$ cat config.mk
export PLATFORM = sky130hd
export DESIGN_NAME = dwt_decim_requant
export DESIGN_NICKNAME = d
export VERILOG_FILES = /design/src/rtl/dwt_pkg.sv /design/src/rtl/dwt_sfifo.sv /design/src/rtl/dwt_decim_requant.sv
export SDC_FILE = /design/constraint.sdc
export NUM_CORES = 1
export LEC_CHECK = 0
export ABC_CLOCK_PERIOD_IN_PS = 6400
export BUFFER_PORTS_ARGS = -buffer_cell sky130_fd_sc_hd__buf_2
export CORE_MARGIN = 2
export CORE_UTILIZATION = 55
export CTS_BUF_LIST = sky130_fd_sc_hd__clkbuf_16
export DETAILED_ROUTE_END_ITERATION = 8
export GPL_TIMING_DRIVEN = 0
export PLACE_DENSITY = 0.73
export SLEW_MARGIN = 20
export SYNTH_ARGS = -nofsm -noshare
export SYNTH_HDL_FRONTEND = slang
export SYNTH_HIERARCHICAL = 1
export SYNTH_SLANG_ARGS = --single-unit
$ cat constraint.sdc
create_clock -name clk -period 6.4 [get_ports clk]
set_input_delay 0.32 -clock clk [delete_from_list [all_inputs] [get_ports clk]]
set_output_delay 0.32 -clock clk [all_outputs]
set_load 0.03 [all_outputs]
$ cat src/rtl/dwt_pkg.sv
// Shared constants and the round/saturate helper for the wavelet decimation requantiser.
package dwt_pkg;

   localparam int IN_W  = 28;
   localparam int OUT_W = 16;
   localparam int SHIFT = 8;

   // Constants are held at IN_W+1 bits so the rounding add never wraps.
   localparam logic signed [IN_W:0] ROUND_K = (IN_W+1)'(1 << (SHIFT-1));
   localparam logic signed [IN_W:0] OUT_MAX = (IN_W+1)'((1 << (OUT_W-1)) - 1);
   localparam logic signed [IN_W:0] OUT_MIN = (IN_W+1)'(-(1 << (OUT_W-1)));

   // Round half up, shift out the coefficient scale, clamp to the signed output range.
   function automatic logic [OUT_W-1:0] sat_round(input logic [IN_W-1:0] x);
      logic signed [IN_W:0] s;
      logic signed [IN_W:0] y;
      s = $signed({x[IN_W-1], x}) + ROUND_K;
      y = s >>> SHIFT;
      if (y > OUT_MAX) begin
         return OUT_MAX[OUT_W-1:0];
      end else if (y < OUT_MIN) begin
         return OUT_MIN[OUT_W-1:0];
      end else begin
         return y[OUT_W-1:0];
      end
   endfunction

endpackage

$ cat src/rtl/dwt_sfifo.sv
// Small synchronous FIFO. Head word is visible combinationally; a word written
// on one edge becomes readable only after that edge (no write-to-read bypass).
// A write while full is accepted only when a read happens in the same cycle.
module dwt_sfifo #(
   parameter int W     = 16,
   parameter int DEPTH = 4
) (
   input  logic                       clk,
   input  logic                       reset,
   input  logic                       i_wr,
   input  logic [W-1:0]               i_wr_data,
   input  logic                       i_rd,
   output logic [W-1:0]               o_rd_data,
   output logic                       o_full,
   output logic                       o_empty,
   output logic [$clog2(DEPTH):0]     o_level
);

   localparam int AW = $clog2(DEPTH);

   logic [W-1:0]  r_mem [DEPTH];
   logic [AW-1:0] r_wr_ptr;
   logic [AW-1:0] r_rd_ptr;
   logic [AW:0]   r_level;
   logic          w_wr_ok;
   logic          w_rd_ok;

   assign o_full    = (r_level == (AW+1)'(DEPTH));
   assign o_empty   = (r_level == '0);
   assign o_level   = r_level;
   assign o_rd_data = r_mem[r_rd_ptr];
   assign w_rd_ok   = i_rd && !o_empty;
   assign w_wr_ok   = i_wr && (!o_full || w_rd_ok);

   // Storage array: no reset so it can map to distributed RAM.
   always_ff @(posedge clk) begin
      if (w_wr_ok) begin
         r_mem[r_wr_ptr] <= i_wr_data;
      end
   end

   // Pointer and occupancy bookkeeping.
   always_ff @(posedge clk) begin
      if (reset) begin
         r_wr_ptr <= '0;
         r_rd_ptr <= '0;
         r_level  <= '0;
      end else begin
         if (w_wr_ok) begin
            r_wr_ptr <= r_wr_ptr + AW'(1);
         end
         if (w_rd_ok) begin
            r_rd_ptr <= r_rd_ptr + AW'(1);
         end
         r_level <= r_level + {{AW{1'b0}}, w_wr_ok} - {{AW{1'b0}}, w_rd_ok};
      end
   end

endmodule

$ cat src/rtl/dwt_decim_requant.sv
// Decimate-by-2, round/saturate and paced replay of one wavelet FIR branch.
// Data widths come from dwt_pkg; buffering, pacing and kept phase are parameters.
module dwt_decim_requant
   import dwt_pkg::*;
#(
   parameter int FIFO_DEPTH = 4,
   parameter int GAP        = 4,
   parameter int KEEP_PHASE = 0
) (
   input  logic                          clk,
   input  logic                          reset,
   input  logic [IN_W-1:0]               in_data,
   input  logic                          in_flag,
   input  logic                          phase_clr,
   input  logic                          out_en,
   output logic [OUT_W-1:0]              out_data,
   output logic                          out_ready,
   output logic [$clog2(FIFO_DEPTH):0]   fifo_level,
   output logic                          ovf
);

   localparam int GAP_W = (GAP > 1) ? $clog2(GAP) : 1;

   logic              r_phase;
   logic              r_req_vld;
   logic [OUT_W-1:0]  r_req_data;
   logic [GAP_W-1:0]  r_gap;
   logic [OUT_W-1:0]  r_out_data;
   logic              r_out_ready;
   logic              r_ovf;

   logic              w_phase_eff;
   logic              w_keep;
   logic              w_emit;
   logic              w_full;
   logic              w_empty;
   logic [OUT_W-1:0]  w_head;

   // phase_clr forces the judged phase to 0 for a sample arriving the same cycle.
   assign w_phase_eff = phase_clr ? 1'b0 : r_phase;
   assign w_keep      = in_flag && (w_phase_eff == 1'(KEEP_PHASE));
   assign w_emit      = !w_empty && out_en && (r_gap == '0);

   // Polyphase selector: toggles on every input strobe, kept or dropped.
   always_ff @(posedge clk) begin
      if (reset) begin
         r_phase <= 1'b0;
      end else begin
         r_phase <= in_flag ? ~w_phase_eff : w_phase_eff;
      end
   end

   // Requant stage: one register between the FIR output and the FIFO.
   always_ff @(posedge clk) begin
      if (reset) begin
         r_req_vld  <= 1'b0;
         r_req_data <= '0;
      end else begin
         r_req_vld <= w_keep;
         if (w_keep) begin
            r_req_data <= sat_round(in_data);
         end
      end
   end

   dwt_sfifo #(
      .W     (OUT_W),
      .DEPTH (FIFO_DEPTH)
   ) u_fifo (
      .clk       (clk),
      .reset     (reset),
      .i_wr      (r_req_vld),
      .i_wr_data (r_req_data),
      .i_rd      (w_emit),
      .o_rd_data (w_head),
      .o_full    (w_full),
      .o_empty   (w_empty),
      .o_level   (fifo_level)
   );

   // Pacing counter: keeps emissions GAP cycles apart; runs even while out_en is low.
   always_ff @(posedge clk) begin
      if (reset) begin
         r_gap <= '0;
      end else if (w_emit) begin
         r_gap <= GAP_W'(GAP - 1);
      end else if (r_gap != '0) begin
         r_gap <= r_gap - GAP_W'(1);
      end
   end

   // Output strobe and data, data held between strobes.
   always_ff @(posedge clk) begin
      if (reset) begin
         r_out_ready <= 1'b0;
         r_out_data  <= '0;
      end else begin
         r_out_ready <= w_emit;
         if (w_emit) begin
            r_out_data <= w_head;
         end
      end
   end

   // Sticky overflow: a kept sample arrived at a full FIFO with no pop to make room.
   always_ff @(posedge clk) begin
      if (reset) begin
         r_ovf <= 1'b0;
      end else if (r_req_vld && w_full && !w_emit) begin
         r_ovf <= 1'b1;
      end
   end

   assign out_data  = r_out_data;
   assign out_ready = r_out_ready;
   assign ovf       = r_ovf;

endmodule

==> flow_summary.toml <==
[clock_network]
cts_setup_buffers = 0
h-tree-depth = 3
cts_resized = 0
cts_buffer_depth = 2
root_buffer = "clkbuf_16"
worstSkewPairLatency_ns = 0.34
numCtsBuffers = 9
path_clk_slew_ns = 0.07
cts_sinks = 111
tritoncts = "done"
cts_hold_buf = 0

[placement]
post-place-ws_ns = 2.990
dp_hpwl_um = 5790
gp_congestion = 0.7375
placed_area_um2 = 5111
portBuffers = 45

[yosys]
ys_types = 48
synth_seq_area_share_pct = 60.21
synth_top_area_share_pct = 40.42
yosysMostFrequentCell = "edfxtp_1"
async_flop_share_pct = 0
syn_area_per_cell_um2 = 13.36
syn_area_um2 = 4755
synth_edf_count = 64
synth-seq-cells = 111
synthTopCellsByCount = "64 x edfxtp_1, 47 x dfxtp_1, 39 x nand2_1"
ys.flop_type = "edfxtp_1"
synth_area_leader_cell = "edfxtp_1"
ys.warnings.count = 6
syn_inst = 356
yosys-top-cells-area = "edfxtp_1 40%, dfxtp_1 20%, mux4_1 7.7%"
synth_nets = 398

[setup_path]
r2r_cells = 12
crit_path_end_kind = "flop"
worstPathMaxFanout = 12
reg2reg_from = "u_fifo/o_level[1]$_SDFF_PP0_"
start_kind = "flop"
worstPathArrival_ns = 3.64
r2r_slack_ns = 2.96
critPathKind = "flop to flop"
cp.required_ns = 6.60
reg2reg_to = "u_fifo/o_level[2]$_SDFF_PP0_"

[route]
vias = 2872
wl_per_cell_um = 16.33
dr.pass1.iters = 4
drtAntennaViolNets = 0
drc = 0
routed_wl_um = 8526
drt_iter0_markers = 134
avgViaCountPerCell = 5.502

[grt]
grt_pass1_wl_um = 14190
grt_pass1_vias = 2768
antenna_found_initial = 0
grt.overflow.total = 0
track_usage_pct = 19.37
grt_max_degree = 19

[floorplan]
initial_core_util_pct = 57.29
io_pins = 54
core_area_um2 = 8299
dieArea_um2 = 9404
die_h_um = 96.98
die_w_um = 96.98
rows = 33

[sta]
worst_slack_ns = 2.961
rsz0062_at_grt = "false"
period_minus_slack_ns = 3.439
setup_tns_ns = 0
finalHoldViolations = 0
tightestPinTransition_ns = 0.7026
setup_viol = 0
fmax_ghz = 0.2908
max_slew_margin_pct = 53.16
fin_skew_ns = 0.01091
slew_violations = 0
timing.final.crit_share_pct = 53.74

[power]
irDropWorstVdd_mv = 0.1267
leakage_nw = 1.942
p_per_area_nw_per_um2 = 307.5

[min_path]
hold_path_class = "primary input to flop"
holdPathStages = 3
hold_end = "r_phase$_SDFF_PP0_"
worstHoldStart = "in_flag"

[layout]
finalNetCount = 454
insertedDiodeCount = 0
final_cell_area_um2 = 5379
area_delta_synth_final_pct = 13.13
drive_gt1_share_pct = 21.58

[outcome]
status = "finished, final reports clean"

[run]
max_cap_violations = 0
[critical path, stage by stage, from the launching register on]
cell and delay [ns]:
dfxtp_1 0.41, nor3_1 0.25, nand3b_1 0.40, clkinv_1 0.35, clkbuf_1 0.38, o31ai_2 0.19, or2_1 0.18, a21bo_2 0.23
ha_1 0.19, fa_1 0.38, xnor2_1 0.17, xnor2_1 0.14, nor2_1 0.06
[routing by layer]
layer	up-vias	wire, µm	global-route usage, %
met5	-	0	0
met4	0	97	7.259
met3	6	402	4.046
met2	76	4160	30.93
met1	1356	3864	26.34
li1	1434	-	-
[cell usage in the layout (no fill, tap or decap), types with 2 or more instances in the layout]
master      n
a211oi_2   10
o21ai_1    11
buf_6       3
nor2b_1     2
and4_1      6
buf_4       2
nor3_1      2
ha_1        8
and2_2      4
clkbuf_1   10
dfxtp_1    47
a21oi_1    17
xor2_1      7
and3_1      2
nand2_1    39
nand4_1     5
mux4_1     14
a211oi_1    6
and2_1      2
nand2b_1    3
xnor2_1    15
o21ai_0     7
nand3_1     8
mux4_2      2
clkinv_4    2
nor2_1     28
o31ai_2     2
mux2i_1     2
inv_1      12
clkbuf_16   9
edfxtp_1   64
buf_2      46
[through the flow]
| step | instances | util (%) | hold slack [ns] | power [mW] |
|---|---|---|---|---|
| 3_5_place_dp | 506 | 61.59 | 0.4454 | 1.174 |
| 4_1_cts | 522 | 64.81 | 0.2480 | 1.667 |
| 2_1_floorplan | 356 | - | 0.4605 | 1.087 |
| 3_3_place_gp | 506 | 61.59 | 0.4404 | 1.163 |
| 5_1_grt | 522 | 64.81 | 0.2607 | 1.733 |
| 6_report | 522 | 64.81 | 0.2579 | 1.654 |
[kinds of logic (layout without fill, tap and decap cells)]
logic type | Yosys count | after routing | share of synthesized area [%]
flops | 111 | 111 | 60.21
simple gates | 107 | 107 | 11.24
compound gates | 60 | 60 | 9.474
buf+inv | 28 | 89 | 3.079
xor+xnor | 22 | 22 | 4.053
mux | 19 | 19 | 9.421
fa+ha+maj | 9 | 9 | 2.526
[cell type report]
| type | instances | area (µm²) |
|---|---|---|
| fill | 636 | 2920 |
| tap | 105 | 131.4 |
| timing repair buffer | 45 | 225.2 |
| inverter | 10 | 37.54 |
| clock inverter | 7 | 42.54 |
| sequential | 111 | 2863 |
| clock buffer | 9 | 225.2 |
| buffer | 18 | 108.9 |
| multi-input combinational | 217 | 1745 |
[report_power, final]
group / internal [mW] / switching, mW / total, mW
combinational: 0.116 / 0.182 / 0.298
clock: 0.262 / 0.234 / 0.496
sequential: 0.819 / 0.0410 / 0.860
[worst max path at each step]
stage | from | to | cells past startpoint
2_1_floorplan | u_fifo/o_level[1]$_SDFF_PP0_ | u_fifo/o_level[2]$_SDFF_PP0_ | 12
3_3_place_gp | u_fifo/o_level[1]$_SDFF_PP0_ | u_fifo/o_level[2]$_SDFF_PP0_ | 12
3_5_place_dp | u_fifo/o_level[1]$_SDFF_PP0_ | u_fifo/o_level[2]$_SDFF_PP0_ | 12
4_1_cts | u_fifo/o_level[1]$_SDFF_PP0_ | u_fifo/o_level[2]$_SDFF_PP0_ | 12
5_1_grt | u_fifo/o_level[1]$_SDFF_PP0_ | u_fifo/o_level[2]$_SDFF_PP0_ | 12
6_report | u_fifo/o_level[1]$_SDFF_PP0_ | u_fifo/o_level[2]$_SDFF_PP0_ | 12
[flip-flops by register name (all words and copies together), names as in the netlist, named ones only]
signal,count
r_req_data,16
r_gap,2
out_data,16
u_fifo/r_rd_ptr,2
u_fifo/r_wr_ptr,2
out_ready,1
u_fifo/r_mem,64
ovf,1
u_fifo/o_level,3
r_phase,1
r_req_vld,1
No activity file was read; power rests on OpenSTA's default activity.
